`src/rtl/datapath.sv`:
```
// Five-stage-style MIPS subset datapath: fetch, decode, execute, memory/writeback.
// Control inputs are applied unpipelined to whichever stage consumes them.
module datapath #(
  parameter int DWIDTH       = 32,
  parameter int PC_WIDTH     = 32,
  parameter int OPCODE_WIDTH = 6
) (
  input  logic                    d_clk,
  input  logic                    d_rst,
  input  logic                    d_i_ce,
  input  logic                    d_i_RegDst,
  input  logic                    d_i_Branch,
  input  logic                    d_i_RegWrite,
  input  logic                    d_i_ALUSrc,
  input  logic                    d_i_MemRead,
  input  logic                    d_i_MemWrite,
  input  logic                    d_i_MemtoReg,
  output logic [PC_WIDTH-1:0]     fs_es_o_pc,
  output logic [DWIDTH-1:0]       write_back_data,
  output logic [OPCODE_WIDTH-1:0] ds_es_o_opcode
);

  logic [PC_WIDTH-1:0] pc;
  logic [31:0]         fs_ds_o_instr;
  logic [DWIDTH-1:0]   ds_es_o_data_rs;
  logic [DWIDTH-1:0]   ds_es_o_data_rt;
  logic [DWIDTH-1:0]   ds_imm;
  logic [5:0]          ds_funct;
  logic [4:0]          ds_dest;
  logic [PC_WIDTH-1:0] ds_pc;
  logic [DWIDTH-1:0]   es_ms_alu_value;
  logic [DWIDTH-1:0]   es_rt;
  logic [4:0]          es_dest;

  logic [DWIDTH-1:0] rf   [32];
  logic [DWIDTH-1:0] dmem [64];

  logic [31:0]         imem_word;
  logic [DWIDTH-1:0]   rf_rs, rf_rt;
  logic [DWIDTH-1:0]   alu_b, alu_result, mem_data;
  logic                branch_taken;
  logic [PC_WIDTH-1:0] branch_target, pc_next;

  always_comb begin
    imem_word = '0;
    if (pc[7:2] == 6'd0) imem_word = 32'h8CE6_0014;
  end

  assign rf_rs = (fs_ds_o_instr[25:21] == 5'd0) ? '0 : rf[fs_ds_o_instr[25:21]];
  assign rf_rt = (fs_ds_o_instr[20:16] == 5'd0) ? '0 : rf[fs_ds_o_instr[20:16]];

  assign alu_b = d_i_ALUSrc ? ds_imm : ds_es_o_data_rt;

  always_comb begin
    alu_result = ds_es_o_data_rs + alu_b;
    if (ds_es_o_opcode == OPCODE_WIDTH'(0)) begin
      case (ds_funct)
        6'h20:   alu_result = ds_es_o_data_rs + alu_b;
        6'h22:   alu_result = ds_es_o_data_rs - alu_b;
        6'h24:   alu_result = ds_es_o_data_rs & alu_b;
        6'h25:   alu_result = ds_es_o_data_rs | alu_b;
        6'h2A:   alu_result = ($signed(ds_es_o_data_rs) < $signed(alu_b)) ? DWIDTH'(1) : '0;
        default: alu_result = '0;
      endcase
    end else if (ds_es_o_opcode == OPCODE_WIDTH'(6'h04)) begin
      alu_result = ds_es_o_data_rs - alu_b;
    end
  end

  assign branch_taken  = d_i_Branch && (ds_es_o_data_rs == ds_es_o_data_rt);
  assign branch_target = ds_pc + PC_WIDTH'(4)
                       + ({{(PC_WIDTH-16){ds_imm[15]}}, ds_imm[15:0]} << 2);
  assign pc_next       = branch_taken ? branch_target : pc + PC_WIDTH'(4);

  assign mem_data        = d_i_MemRead ? dmem[es_ms_alu_value[7:2]] : '0;
  assign write_back_data = d_i_MemtoReg ? mem_data : es_ms_alu_value;

  always_ff @(posedge d_clk or negedge d_rst) begin
    if (!d_rst) begin
      pc              <= '0;
      fs_es_o_pc      <= '0;
      fs_ds_o_instr   <= '0;
      ds_es_o_data_rs <= '0;
      ds_es_o_data_rt <= '0;
      ds_es_o_opcode  <= '0;
      ds_imm          <= '0;
      ds_funct        <= '0;
      ds_dest         <= '0;
      ds_pc           <= '0;
      es_ms_alu_value <= '0;
      es_rt           <= '0;
      es_dest         <= '0;
      for (int unsigned i = 0; i < 32; i++) rf[i] <= DWIDTH'(4 * i);
      for (int unsigned i = 0; i < 64; i++) dmem[i] <= DWIDTH'(32'hA000_0000 | i);
    end else if (d_i_ce) begin
      fs_ds_o_instr   <= imem_word;
      fs_es_o_pc      <= pc;
      pc              <= pc_next;

      ds_es_o_data_rs <= rf_rs;
      ds_es_o_data_rt <= rf_rt;
      ds_es_o_opcode  <= OPCODE_WIDTH'(fs_ds_o_instr[31:26]);
      ds_imm          <= {{(DWIDTH-16){fs_ds_o_instr[15]}}, fs_ds_o_instr[15:0]};
      ds_funct        <= fs_ds_o_instr[5:0];
      ds_dest         <= d_i_RegDst ? fs_ds_o_instr[15:11] : fs_ds_o_instr[20:16];
      ds_pc           <= fs_es_o_pc;

      es_ms_alu_value <= alu_result;
      es_rt           <= ds_es_o_data_rt;
      es_dest         <= ds_dest;

      if (d_i_MemWrite) dmem[es_ms_alu_value[7:2]] <= es_rt;
      if (d_i_RegWrite && es_dest != 5'd0) rf[es_dest] <= write_back_data;
    end
  end

endmodule

```
`config.mk`:
```
export PLATFORM = sky130hd
export DESIGN_NAME = datapath
export DESIGN_NICKNAME = d
export VERILOG_FILES = /design/src/rtl/datapath.sv
export SDC_FILE = /design/constraint.sdc
export NUM_CORES = 2
export LEC_CHECK = 0
export BUFFER_PORTS_ARGS = -buffer_cell sky130_fd_sc_hd__buf_2
export CAP_MARGIN = 25
export CORE_MARGIN = 5
export CORE_UTILIZATION = 50
export DETAILED_ROUTE_END_ITERATION = 6
export PLACE_DENSITY = 0.65
export SLEW_MARGIN = 20
export SYNTH_ARGS = -nofsm -noshare
export SYNTH_HDL_FRONTEND = slang
export SYNTH_SLANG_ARGS = --single-unit
```
`constraint.sdc`:
```
create_clock -name d_clk -period 4.5 [get_ports d_clk]
set_clock_uncertainty 0.05 [all_clocks]
set_input_delay 0.225 -clock d_clk [delete_from_list [all_inputs] [get_ports d_clk]]
set_output_delay 0.225 -clock d_clk [all_outputs]
set_load 0.05 [all_outputs]
```
==> metrics <==
Routed Antenna Nets 0; Slowest cell on crit path dfrtp_4; MaxCap Viol Count 0; IO Pins 80; placed cell area approximately 0.11 mm^2; Cell Int Power 33.3 mW; FFs w/ async S/R, synth 100%; fin util 57.4%; Reg power frac roughly half; Vias/cell 6.54; GRT overflow 0; Placed Cells about 10000; Clk pwr share a little under half; CTS tree done; Power Density 377 mW/mm^2; Final HPWL DP between 150 and 200 mm; fin crit share 100%; Final Cell Area 0.116 mm^2; CP arrival 4.23 ns; post-synthesis cell type count 62; Core Rows 165; Longest Clk Path Bufs 3; WP data required 4.22 ns; DIE HEIGHT approximately 460 um; Synth Cell Area 0.101 mm^2; synthesized area per cell between 10 and 15 um^2; worst r2r path cells 11; DP Worst Slack 0.297 ns; status finished, violations left; Setup crit end kind output pin; EDFF count, synth 0; met1 Usage GRT 42.2%; Sw Share between 20% and 30%; Worst Setup Start Kind flop; gr usage total between 20 and 30%; sequential share of the synthesized area 57.3%; Max IR drop VDD ~400 uV; failing checks negative setup slack; Syn Inst Count 7481; gr busiest metal met2; Via Count about 68000; CTS clk-pin slew, worst paths roughly 0.07 ns; max_slew headroom between 30% and 40%; Worst Setup SP es_ms_alu_value[2]; core area a little over 0.2 mm^2; Hold Path End rf[831]; Pwr Total roughly 44 mW; GR met2 Demand/Resource 45.9%; total wire length 320 mm; R2R Path End es_ms_alu_value[30]; Root Buffer clkbuf_16; worst hold path type in2reg; first-pass GRT wire length ~480 mm; Layout area overhead 14.4%; Initial Util between 50% and 60%; Setup WS post-layout -0.00719 ns; DRT iter0 DRCs about 6800; Final Non-Filler Cells a little over 10000; RD Place Congestion between 0.8 and 0.9; routed len/inst around 30 um; Synth Flop Type dfrtp_1; largest net degree at the start of global routing roughly 170; worst reg-to-reg setup slack between 0.8 and 0.9 ns; CTS buffer count ~230; worst-path fanout max 29; CP Cell Sequence buf_4 > nor3b_4 > buf_12 > buf_16 > a22oi_1 > a41oi_2 > nor4_2 > and3_2 > o22ai_1 > buf_4 > buf_2; clock sinks roughly 2300; synthesis-stage register bit count between 2000 and 2500; H-tree levels 4; Leak between 50 and 60 nW; share of cells above drive strength 1 a little under half; vias in the first global route around 70000; Die Area 0.212 mm^2; synth warn 0; worst hold margin between 0.05 and 0.06 ns; switching pwr around 10 mW; final worst path period need 4.51 ns; number of port buffers 76; Setup CP Type reg2out; Final Hold Fails 0; die width around 460 um; DRC Markers 0; most used cell, CP buf_4; Setup-failing EPs final 1; Pins Over Slew Limit 0; Post-layout nets between 7000 and 8000; M3 GR Usage about 7%; latest clock arrival within the worst-skew pair ~0.9 ns; Slew @ Worst Pin between 1 and 1.5 ns; reg2reg start ds_es_o_data_rt[0]; drt first pass iters 6; initial antenna violation count 13; Comb pwr share around 5.5%; Peak Freq around 220 MHz; RSZ-0062 raised after global routing yes; setup_tns -0.00719 ns; hold_sp d_i_RegWrite; Hold Path Depth 4; max incr delay on CP 0.52 ns
-- state kept, by name, indices dropped and copies added, names as in the netlist --
signal           cells
ds_dest              1
pc                  32
ds_es_o_data_rt     32
ds_es_o_data_rs     32
fs_ds_o_instr        1
ds_es_o_opcode       1
dmem              2048
es_rt               32
ds_pc               32
rf                  32
fs_es_o_pc          32
es_ms_alu_value     32
es_dest              1
-- cells in the mapped netlist (all sizes together) (57+ instances only) --
library cell	number	area, um^2
nor2b	65	407
a22o	151	1320
nand2	92	345
nand4	80	500
dfrtp	1986	49700
buf	351	1690
a21oi	121	606
nor2	101	379
o21ai	63	315
dfstp	322	8460
a22oi	795	5970
clkbuf	390	1460
a41oi	81	709
o22ai	57	357
a221oi	118	1040
a31oi	121	757
mux2	2178	24500
-- kinds of logic after synthesis --
family,share of synthesized area [%]
flops,57.3
mux,24.2
compound gates,11.4
buf+inv,3.29
simple gates,2.67
xor+xnor,0.742
fa+ha+maj,0.464
other cells,0.00369
-- layer usage --
layer	routed length, um	vias to the layer above
met4	10200	6
met2	146000	2743
met3	27300	627
met5	38	-
li1	-	28012
met1	137000	36440
-- repair_timing --
action,CTS,global route
setup endpoints to repair,32,32
pin swaps,11,18
hold buffers,8,0
hold endpoints to repair,378,0
cloned,8,3
gates resized for setup,122,64
setup buffers,43,6
-- cell type report --
class                      count  area [um^2]
tap                         2672         3340
antenna                        9         22.5
fill                       15854        86000
timing repair buffer         495         5010
clock inverter                62          758
multi-input combinational   4388        41400
sequential                  2308        58200
clock buffer                 382         7140
inverter                      49          186
-- how the worst max path moves through the flow --
| stage | to | slack [ns] |
|---|---|---|
| floorplan | es_ms_alu_value[24] | 1.11 |
| global placement | write_back_data[24] | 0.19 |
| detailed placement | write_back_data[11] | 0.30 |
| CTS | write_back_data[11] | -0.08 |
| global route | write_back_data[30] | -0.06 |
| finish | write_back_data[4] | -0.007 |
-- power groups by stage --
stage | Sequential, mW | Clock (mW) | Combinational [mW]
floorplan | 22.1 | 0 | 0.924
global route | 21.5 | 21.0 | 2.61
global placement | 21.8 | 0 | 2.28
CTS | 21.5 | 20.1 | 2.39
finish | 21.5 | 19.9 | 2.40
detailed placement | 21.8 | 0 | 2.32
-- cell usage in the layout (no fill, tap or decap), types with 17 or more instances in the layout --
| cell | instances |
|---|---|
| a21o_1 | 17 |
| a21oi_1 | 114 |
| a221oi_1 | 103 |
| a22o_1 | 151 |
| a22oi_1 | 794 |
| a31oi_1 | 90 |
| a31oi_2 | 29 |
| a41oi_1 | 68 |
| and3_1 | 25 |
| buf_12 | 86 |
| buf_2 | 61 |
| buf_4 | 308 |
| clkbuf_1 | 77 |
| clkbuf_16 | 239 |
| clkbuf_8 | 70 |
| clkinv_2 | 32 |
| dfrtp_1 | 1959 |
| dfstp_2 | 322 |
| ha_1 | 36 |
| inv_1 | 45 |
| mux2_2 | 2178 |
| nand2_1 | 91 |
| nand3_1 | 31 |
| nand4_1 | 80 |
| nor2_1 | 35 |
| nor2_4 | 65 |
| nor2b_1 | 65 |
| nor4_1 | 21 |
| o21ai_0 | 62 |
| o22ai_1 | 52 |
| xnor2_1 | 43 |
| xor2_1 | 43 |
-- worst max-delay path: cells and delay by family, from the launching register on --
kind | cells | cell delay, ns
AOI/OAI and AO/OA | 3 | 0.81
buffers and inverters | 5 | 1.25
and+or+nand+nor | 3 | 0.73
DFF | 1 | 0.52
Power figures use the tool's default switching activity.
